## config.mk

```make
export PLATFORM = sky130hd
export DESIGN_NAME = mem_port_ctrl
export DESIGN_NICKNAME = d
export VERILOG_FILES = /design/src/rtl/mem_port_ctrl.sv
export SDC_FILE = /design/constraint.sdc
export NUM_CORES = 1
export LEC_CHECK = 0
export BUFFER_PORTS_ARGS = -buffer_cell sky130_fd_sc_hd__buf_2
export CORE_MARGIN = 1
export CORE_UTILIZATION = 50
export DETAILED_ROUTE_END_ITERATION = 7
export GPL_TIMING_DRIVEN = 0
export PLACE_DENSITY_LB_ADDON = 0.2
export SETUP_SLACK_MARGIN = 0.2
export SLEW_MARGIN = 20
export SYNTH_ARGS = -nofsm -noshare
export SYNTH_HDL_FRONTEND = slang
export SYNTH_SLANG_ARGS = --single-unit
```

## constraint.sdc

```tcl
create_clock -name clk -period 3.37 [get_ports clk]
set_input_delay 0.1685 -clock clk [delete_from_list [all_inputs] [get_ports clk]]
set_output_delay 0.1685 -clock clk [all_outputs]
set_load 0.01 [all_outputs]
```

## src/rtl/mem_port_ctrl.sv

```systemverilog
// mem_port_ctrl: 4-phase req/ack responder for register-bank memory micro-ops.
// Optional handshake timeout when MEM_PORT_TIMEOUT_EN is defined.
module mem_port_ctrl #(
  parameter int DATA_W   = 16,
  parameter int ADDR_W   = 16,
  parameter int WAIT_MAX = 15
) (
  input  logic              clk,
  input  logic              rst_n,
  input  logic [1:0]        MC,
  input  logic [ADDR_W-1:0] addr,
  input  logic [DATA_W-1:0] WRdata,
  output logic [DATA_W-1:0] Mdata,
  output logic              mdata_valid,
  output logic              done,
  output logic              busy,
  output logic              err,
  output logic              mem_req,
  output logic              mem_we,
  output logic [ADDR_W-1:0] mem_addr,
  output logic [DATA_W-1:0] mem_wdata,
  input  logic [DATA_W-1:0] mem_rdata,
  input  logic              mem_ack
);

  typedef enum logic [1:0] {
    IDLE,
    REQ,
    RELEASE,
    DONE
  } state_t;

  state_t state;
  logic   rd_op;
  logic   op_wr;
  logic   op_rd;
  logic   op_bad;

  assign op_wr  = (MC == 2'b01);
  assign op_rd  = (MC == 2'b10);
  assign op_bad = (MC == 2'b11);

  if (WAIT_MAX < 1) begin : g_bad_wait
    $error("WAIT_MAX must be at least 1");
  end

`ifdef MEM_PORT_TIMEOUT_EN
  localparam int CW = $clog2(WAIT_MAX + 1);
  localparam logic [CW-1:0] CLAST = CW'(WAIT_MAX - 1);

  logic [CW-1:0] wcnt;
  logic          wexp;

  // last waiting cycle before the bound is reached
  assign wexp = (wcnt == CLAST);
`endif

  always_ff @(posedge clk or negedge rst_n) begin
    if (!rst_n) begin
      state       <= IDLE;
      rd_op       <= 1'b0;
      Mdata       <= '0;
      mdata_valid <= 1'b0;
      done        <= 1'b0;
      busy        <= 1'b0;
      err         <= 1'b0;
      mem_req     <= 1'b0;
      mem_we      <= 1'b0;
      mem_addr    <= '0;
      mem_wdata   <= '0;
`ifdef MEM_PORT_TIMEOUT_EN
      wcnt        <= '0;
`endif
    end else begin
      done        <= 1'b0;
      mdata_valid <= 1'b0;
      err         <= 1'b0;
      unique case (state)
        IDLE: begin
          busy <= 1'b0;
          unique case (1'b1)
            op_wr, op_rd: begin
              mem_addr <= addr;
              if (op_wr) mem_wdata <= WRdata;
              mem_we  <= MC[0];
              rd_op   <= MC[1];
              mem_req <= 1'b1;
              busy    <= 1'b1;
              state   <= REQ;
`ifdef MEM_PORT_TIMEOUT_EN
              wcnt    <= '0;
`endif
            end
            op_bad: err <= 1'b1;
            default: ;
          endcase
        end
        REQ: begin
          if (mem_ack) begin
            if (rd_op) Mdata <= mem_rdata;
            mem_req <= 1'b0;
            state   <= RELEASE;
`ifdef MEM_PORT_TIMEOUT_EN
            wcnt    <= '0;
          end else if (wexp) begin
            err     <= 1'b1;
            mem_req <= 1'b0;
            mem_we  <= 1'b0;
            busy    <= 1'b0;
            state   <= IDLE;
          end else begin
            wcnt    <= wcnt + 1'b1;
`endif
          end
        end
        RELEASE: begin
          if (!mem_ack) begin
            mem_we <= 1'b0;
            state  <= DONE;
`ifdef MEM_PORT_TIMEOUT_EN
          end else if (wexp) begin
            err     <= 1'b1;
            mem_req <= 1'b0;
            mem_we  <= 1'b0;
            busy    <= 1'b0;
            state   <= IDLE;
          end else begin
            wcnt    <= wcnt + 1'b1;
`endif
          end
        end
        DONE: begin
          // busy is left high here and drops on the first IDLE cycle
          done        <= 1'b1;
          mdata_valid <= rd_op;
          state       <= IDLE;
        end
      endcase
    end
  end

endmodule

```

Word level (Yosys, flattened, before mapping)

Cells that the tools add are included.

Flip-flop bits (word level): 57
Bits of input ports: 53
Output and inout bits: 54
Logic and storage cells: 45

Equal/unequal tests: 9
Muxes and demuxes: 15
Reductions and logical operators: 10

Operators by type and width:

| kind                                                            | count |
|---|---|
| 3-bit AND reduction                                             | 5 |
| 1-bit 2-to-1 mux                                                | 9 |
| 2-bit == test, second input constant                            | 4 |
| 2-bit case mux with 4 select lines                              | 1 |
| 2-bit 2-to-1 mux                                                | 3 |
| 2-bit by 1-bit == test with 1-bit output, second input constant | 2 |
| 2-bit != test, second input constant                            | 2 |
| 1-bit case mux with 2 select lines                              | 2 |
| 2-bit nonzero test                                              | 2 |
| 2-bit zero test                                                 | 1 |
| 2-bit by 1-bit != test with 1-bit output, second input constant | 1 |
| 2-bit AND reduction                                             | 1 |
| 2-bit OR reduction                                              | 1 |

Depth between registers and ports, before layout

Gate-level depths: netlist of run 1.

Depth after elaboration: 4
Mapped depth: 6
Mapped depth without buffers: 5

Worst setup path after synthesis of run 1

No wires, ideal clock.

Path type: reg-to-reg
From: register state[0]
To: register mem_addr[10]
Library setup time: 0.125 ns
Arrival time: 1.392 ns
Required time: 3.245 ns
Slack: 1.853 ns
Cell stages (with the launch flop): 6
Path through: dfrtp_1 > inv_1 > ha_1 > nor2b_1 > buf_4 > mux2_2

Longest elaborated chain between the ends: 2

RTL lines:

| item                          | RTL line | source |
|---|---|---|
| start, declared               | 33       | `state_t state;` |
| start signal, assigned        | 60       | `state <= IDLE;` |
| start signal, assigned        | 89       | `state <= REQ;` |
| start signal, assigned        | 102      | `state <= RELEASE;` |
| 2-bit zero test               | 78       | `unique case (state)` |
| 2-bit AND reduction (no line) | -        |  |
| end signal, assigned          | 83       | `mem_addr <= addr;` |
| end, declared                 | 20       | `output logic [ADDR_W-1:0] mem_addr,` |

No other way between the ends.
A chain may end at the register's enable or synchronous reset.

Worst setup path after layout of run 1

From: register state[0]
To: register mem_addr[15]

The elaborated chain is that of the path after synthesis.

==> results of run 1 <==
## critical path, cell delays in order, from the launching register on
cell and delay (ns):
dfrtp_1 0.42, inv_1 0.13, ha_1 0.26, nor2b_1 0.19, buf_4 0.20, mux2_2 0.35
## state kept, by name, indices dropped and copies added (netlist names), 2 cells and up
name	flops
state	2
mem_wdata	16
mem_addr	16
Mdata	16
## stage by stage
step           area, um2  setup WS, ns   util
2_1_floorplan       2310          1.85      -
3_3_place_gp        2910          1.72  0.659
3_5_place_dp        2910          1.68  0.659
4_1_cts             3110          1.67  0.705
5_1_grt             3110          1.56  0.705
6_report            3110          1.69  0.705
## cells by family (layout without fill, tap and decap cells)
| kind of cell | Yosys count | in the layout | synth area share |
|---|---|---|---|
| flops | 57 | 57 | 0.617 |
| fa+ha+maj | 8 | 8 | 0.0433 |
| mux | 51 | 51 | 0.264 |
| buf+inv | 10 | 133 | 0.0271 |
| compound gates | 7 | 7 | 0.0200 |
| simple gates | 10 | 10 | 0.0287 |
## cells in the mapped netlist (2+ instances only)
| library cell | number | area share |
|---|---|---|
| and2_1 | 2 | 0.0054 |
| buf_4 | 2 | 0.0065 |
| dfrtp_1 | 57 | 0.62 |
| ha_1 | 8 | 0.043 |
| inv_1 | 6 | 0.0097 |
| mux2_2 | 40 | 0.19 |
| mux2_4 | 10 | 0.065 |
| nor2_1 | 2 | 0.0032 |
| nor2b_1 | 3 | 0.0081 |
## layout make-up
type / count / share of cell area
buffer: 4 / 0.0129
clock buffer: 14 / 0.0587
clock inverter: 2 / 0.00322
inverter: 6 / 0.00723
multi-input combinational: 76 / 0.264
sequential: 57 / 0.458
tap: 52 / 0.0209
timing repair buffer: 107 / 0.174
## metal layers
metal,vias up,GRT usage,wire length (um)
li1,729,-,-
met5,-,0,0
met1,744,0.240,1920
met3,10,0.0635,274
met2,69,0.286,1950
met4,0,0.113,104
## power breakdown
part           internal (uW)  switching [uW]  total, uW
Sequential              1030             158       1190
Clock                    345             250        595
Combinational            644             533       1180
Total                   2020             941       2960
## final timing paths
check,endpoint
max reg2reg,mem_addr[15]
min reg2reg,busy
min,mem_addr[2]
min in group asynchronous,Mdata[5]
max,mem_addr[15]
max in group asynchronous,mem_we
==> flow_summary.yaml, run 1 <==
logic_synthesis:
  syn_inst: 143
  synth_warnings: 0
  synth_seq_cells: 57
  async_reset_ff_frac: 1.00
  ys_seq_area_frac: 0.617
  syn-num-nets: 204
  synth-main-ff-cell: "dfrtp_1"
  synth_edf_count: 0
  syn_avg_cell_area_um2: 16.2
  synth_area_um2: 2310
  ys_types: 22
power_and_ir_drop:
  peakVddDrop_mv: 0.499
  power_uw: 2960
  power_density_nw_per_um2: 950
  power_leakage_uw: 0.00164
floorplan:
  chipHeight_um: 70.0
  coreArea_um2: 4410
  io_pins: 107
  dieArea_um2: 4900
  start_util: 0.524
  num_rows: 24
  fp.dieW_um: 70.0
clock_tree:
  cts_setup_buffers: 0
  cts-root-buf: "clkbuf_8"
  cts-resized-gates: 0
  cts_buffer_depth: 2
  holdBufCountCts: 1
  cts_tree: "built"
  htreeDepth: 3
  clock_latency_ns: 0.33
  cts_buffers: 9
  clk_pin_slew_worst_paths_ns: 0.06
  clock_sinks: 57
worst_setup_path:
  r2r_setup_slack_ns: 1.69
  critPathLaunchType: "register"
  cp-startpoint: "state[0]"
  end_kind: "register"
  worstPathArrival_ns: 1.89
  required_ns: 3.58
  crit_type: "reg2reg"
  worstRegToRegCells: 5
  crit_fanout: 10
  regToRegStartpoint: "state[0]"
detailed_routing:
  avgRoutedWirePerCell_um: 13.4
  num_vias: 1552
  drt_iter0_drc: 56
  route.detailed.drc: 0
  viasPerCell: 4.88
  wl_um: 4260
  antenna_left: 0
  drt_first_pass_iters: 4
sta:
  final.setup_skew_ns: 0.00353
  hold_viol: 0
  max_freq_mhz: 595
  tightestPinTransition_ns: 0.695
  timing.slew.headroom: 0.537
  fin_crit_sh: 0.499
  min_period_ns: 1.68
  holdWs_ns: 0.0671
  report.final.slew_viol_count: 0
  rsz0062_at_grt: "false"
  setup_tns_ns: 0
  setup_viol: 0
flow_run:
  cap_violations: 0
place:
  dp_hpwl_um: 3110
  numPortBuffers: 106
  place_inst: 301
  routabilityCongestion: 0.763
hold_path:
  min_path_type: "in2reg"
  holdPathStages: 2
  hold_start: "addr[2]"
finish:
  layout_commonest_cell: "buf_2"
  final_nets: 322
  drive_above_1_share: 0.665
  antenna_cells: 0
  area_delta_synth_final_pct: 34.6
  multi_input_area_um2: 823
  final_cells: 318
  fillerInstances: 331
  layout.area.seq_um2: 1430
  layout_common_cells: "buf_2 (105), dfrtp_1 (57), mux2_2 (40)"
global_route:
  grt_pass1_wl_um: 6960
  grt_pass1_vias: 1506
  antenna_found_initial: 0
  grt_util_all_layers: 0.191
  grt_max_degree: 58
  overflow: 0
status:
  status: "finished, final reports clean"
No activity file was read; power rests on OpenSTA's default activity.
==> run 2, diff against run 1 <==
- ABC_AREA: not set -> 1
- CORE_UTILIZATION: 50 -> 42
- clock period: 3.37 -> 1.5 ns (I/O delays scaled with it)
==> flow_summary.yaml, run 2 <==
clock_tree:
  cts_buffers: 9
  clock_latency_ns: 0.32
  cts-root-buf: "clkbuf_8"
  cts_buffer_depth: 2
  clk_pin_slew_worst_paths_ns: 0.06
  cts_tree: "built"
  clock_sinks: 57
  htreeDepth: 3
global_route:
  overflow: 0
  grt_max_degree: 58
  antenna_found_initial: 0
  grt_pass1_vias: 2178
  grt_pass1_wl_um: 9940
  grt_util_all_layers: 0.215
logic_synthesis:
  synth.top_cells.by_area: "dfrtp_1 (60%), nand2_1 (16%), nand3_1 (7.1%)"
  async_reset_ff_frac: 1.00
  ys_types: 15
  synth_seq_cells: 57
  syn_avg_cell_area_um2: 8.97
  syn-num-nets: 328
  synth_most_common_cell: "nand2_1"
  synth-main-ff-cell: "dfrtp_1"
  yosysTopAreaCell: "dfrtp_1"
  synth_warnings: 0
  syn_inst: 267
  synth_area_um2: 2390
  ys_seq_area_frac: 0.596
  synthTopCellsByCount: "nand2_1 (102), dfrtp_1 (57), nand3_1 (34), inv_1 (26), o21ai_1 (16)"
  synth_top_area_share: 0.596
  synth_edf_count: 0
detailed_routing:
  viasPerCell: 4.48
  antenna_left: 0
  route.detailed.drc: 0
  drt_iter0_drc: 82
  num_vias: 2267
  avgRoutedWirePerCell_um: 12.1
  drt_first_pass_iters: 4
  wl_um: 6140
worst_setup_path:
  regToRegStartpoint: "state[0]"
  required_ns: 1.71
  crit_fanout: 5
  end_kind: "register"
  crit_type: "reg2reg"
  critPathLaunchType: "register"
  worstPathArrival_ns: 1.48
  cp-startpoint: "state[0]"
sta:
  max_freq_mhz: 783
  setup_tns_ns: 0
  final.setup_skew_ns: 0.00504
  rsz0062_at_grt: "true"
  fin_crit_sh: 0.851
  hold_viol: 0
  report.final.slew_viol_count: 0
  min_period_ns: 1.28
  timing.slew.headroom: 0.531
  tightestPinTransition_ns: 0.704
  setup_viol: 0
floorplan:
  num_rows: 27
  dieArea_um2: 6010
  io_pins: 107
  chipHeight_um: 77.5
  fp.dieW_um: 77.5
  start_util: 0.435
  coreArea_um2: 5510
place:
  place_area_um2: 3020
  routabilityCongestion: 0.731
  numPortBuffers: 106
  dp_hpwl_um: 3670
finish:
  layout_commonest_cell: "buf_2"
  top_regs: "Mdata x16, mem_addr x16, mem_wdata x16"
  area_delta_synth_final_pct: 56.0
  drive_above_1_share: 0.348
  layout_common_cells: "buf_2 (109), nand2_1 (99), dfrtp_1 (57)"
  final_nets: 493
  fin_area_um2: 3730
  antenna_cells: 0
hold_path:
  hold_start: "WRdata[3]"
  min_path_type: "in2reg"
power_and_ir_drop:
  power_leakage_uw: 0.00215
  power_density_nw_per_um2: 1820
  peakVddDrop_mv: 1.03
flow_run:
  cap_violations: 0
status:
  status: "finished, final reports clean"
## run 2: kinds of logic after synthesis
family	after synthesis	synth area share
buf+inv	40	0.0763
flops	57	0.596
simple gates	144	0.249
fa+ha+maj	8	0.0418
compound gates	18	0.0376
## run 2: worst max-delay path, cell delays in order (launching register included)
cell and delay (ns):
dfrtp_1 0.42, inv_2 0.12, ha_4 0.13, buf_6 0.11, nand2_4 0.05, buf_6 0.13, nand2_2 0.06, nand2_1 0.04
nand2_1 0.05, nand2_1 0.04
## run 2: per-stage QoR
stage                     hold slack (ns)   util  worst slack, ns  total power, uW  std cells
after floorplan                    -0.221      -            0.201             4160        267
after global placement              0.304  0.548           0.0653             5140        445
after detailed placement            0.180  0.548           0.0635             5230        445
after CTS                        0.000423  0.660            0.188             6610        503
after global routing             0.000274  0.678            0.137             7350        506
final                              0.0104  0.678            0.223             6800        506
## run 2: layer usage
metal,vias up,GRT usage,part of all wire
li1,1157,-,-
met1,1043,0.259,0.42
met2,59,0.367,0.52
met3,8,0.0412,0.040
met4,0,0.106,0.014
met5,-,0,0
## run 2: cell type report
class,count,area [um2]
inverter,27,101
clock buffer,12,145
sequential,57,1430
tap,72,90.1
buffer,13,120
timing repair buffer,154,996
fill,472,1770
multi-input combinational,170,851
clock inverter,1,5.00
## run 2: repair_timing
item                       4_1_cts  5_1_grt
cloned                           0        1
pin swaps                        0        5
buffers inserted                 3        2
setup endpoints to repair       45       41
resized for setup                9       22
hold buffers                    42        0
hold endpoints to repair        98        0
## run 2: path summary, 6_finish.rpt
kind	slack, ns	cells after the start	endpoint
setup / recovery	0.22	9	mem_req
hold / removal	0.01	3	mem_wdata[3]
setup reg to reg	0.22	9	mem_req
hold reg to reg	0.46	2	mem_wdata[12]
max in group asynchronous	0.66	2	busy
min in group asynchronous	0.37	2	Mdata[13]
## run 2: report_power, final
group | internal, uW | leakage, uW | switching, uW
sequential | 2240 | 0.000714 | 363
combinational | 1370 | 0.00136 | 1680
clock | 615 | 0.0000782 | 533
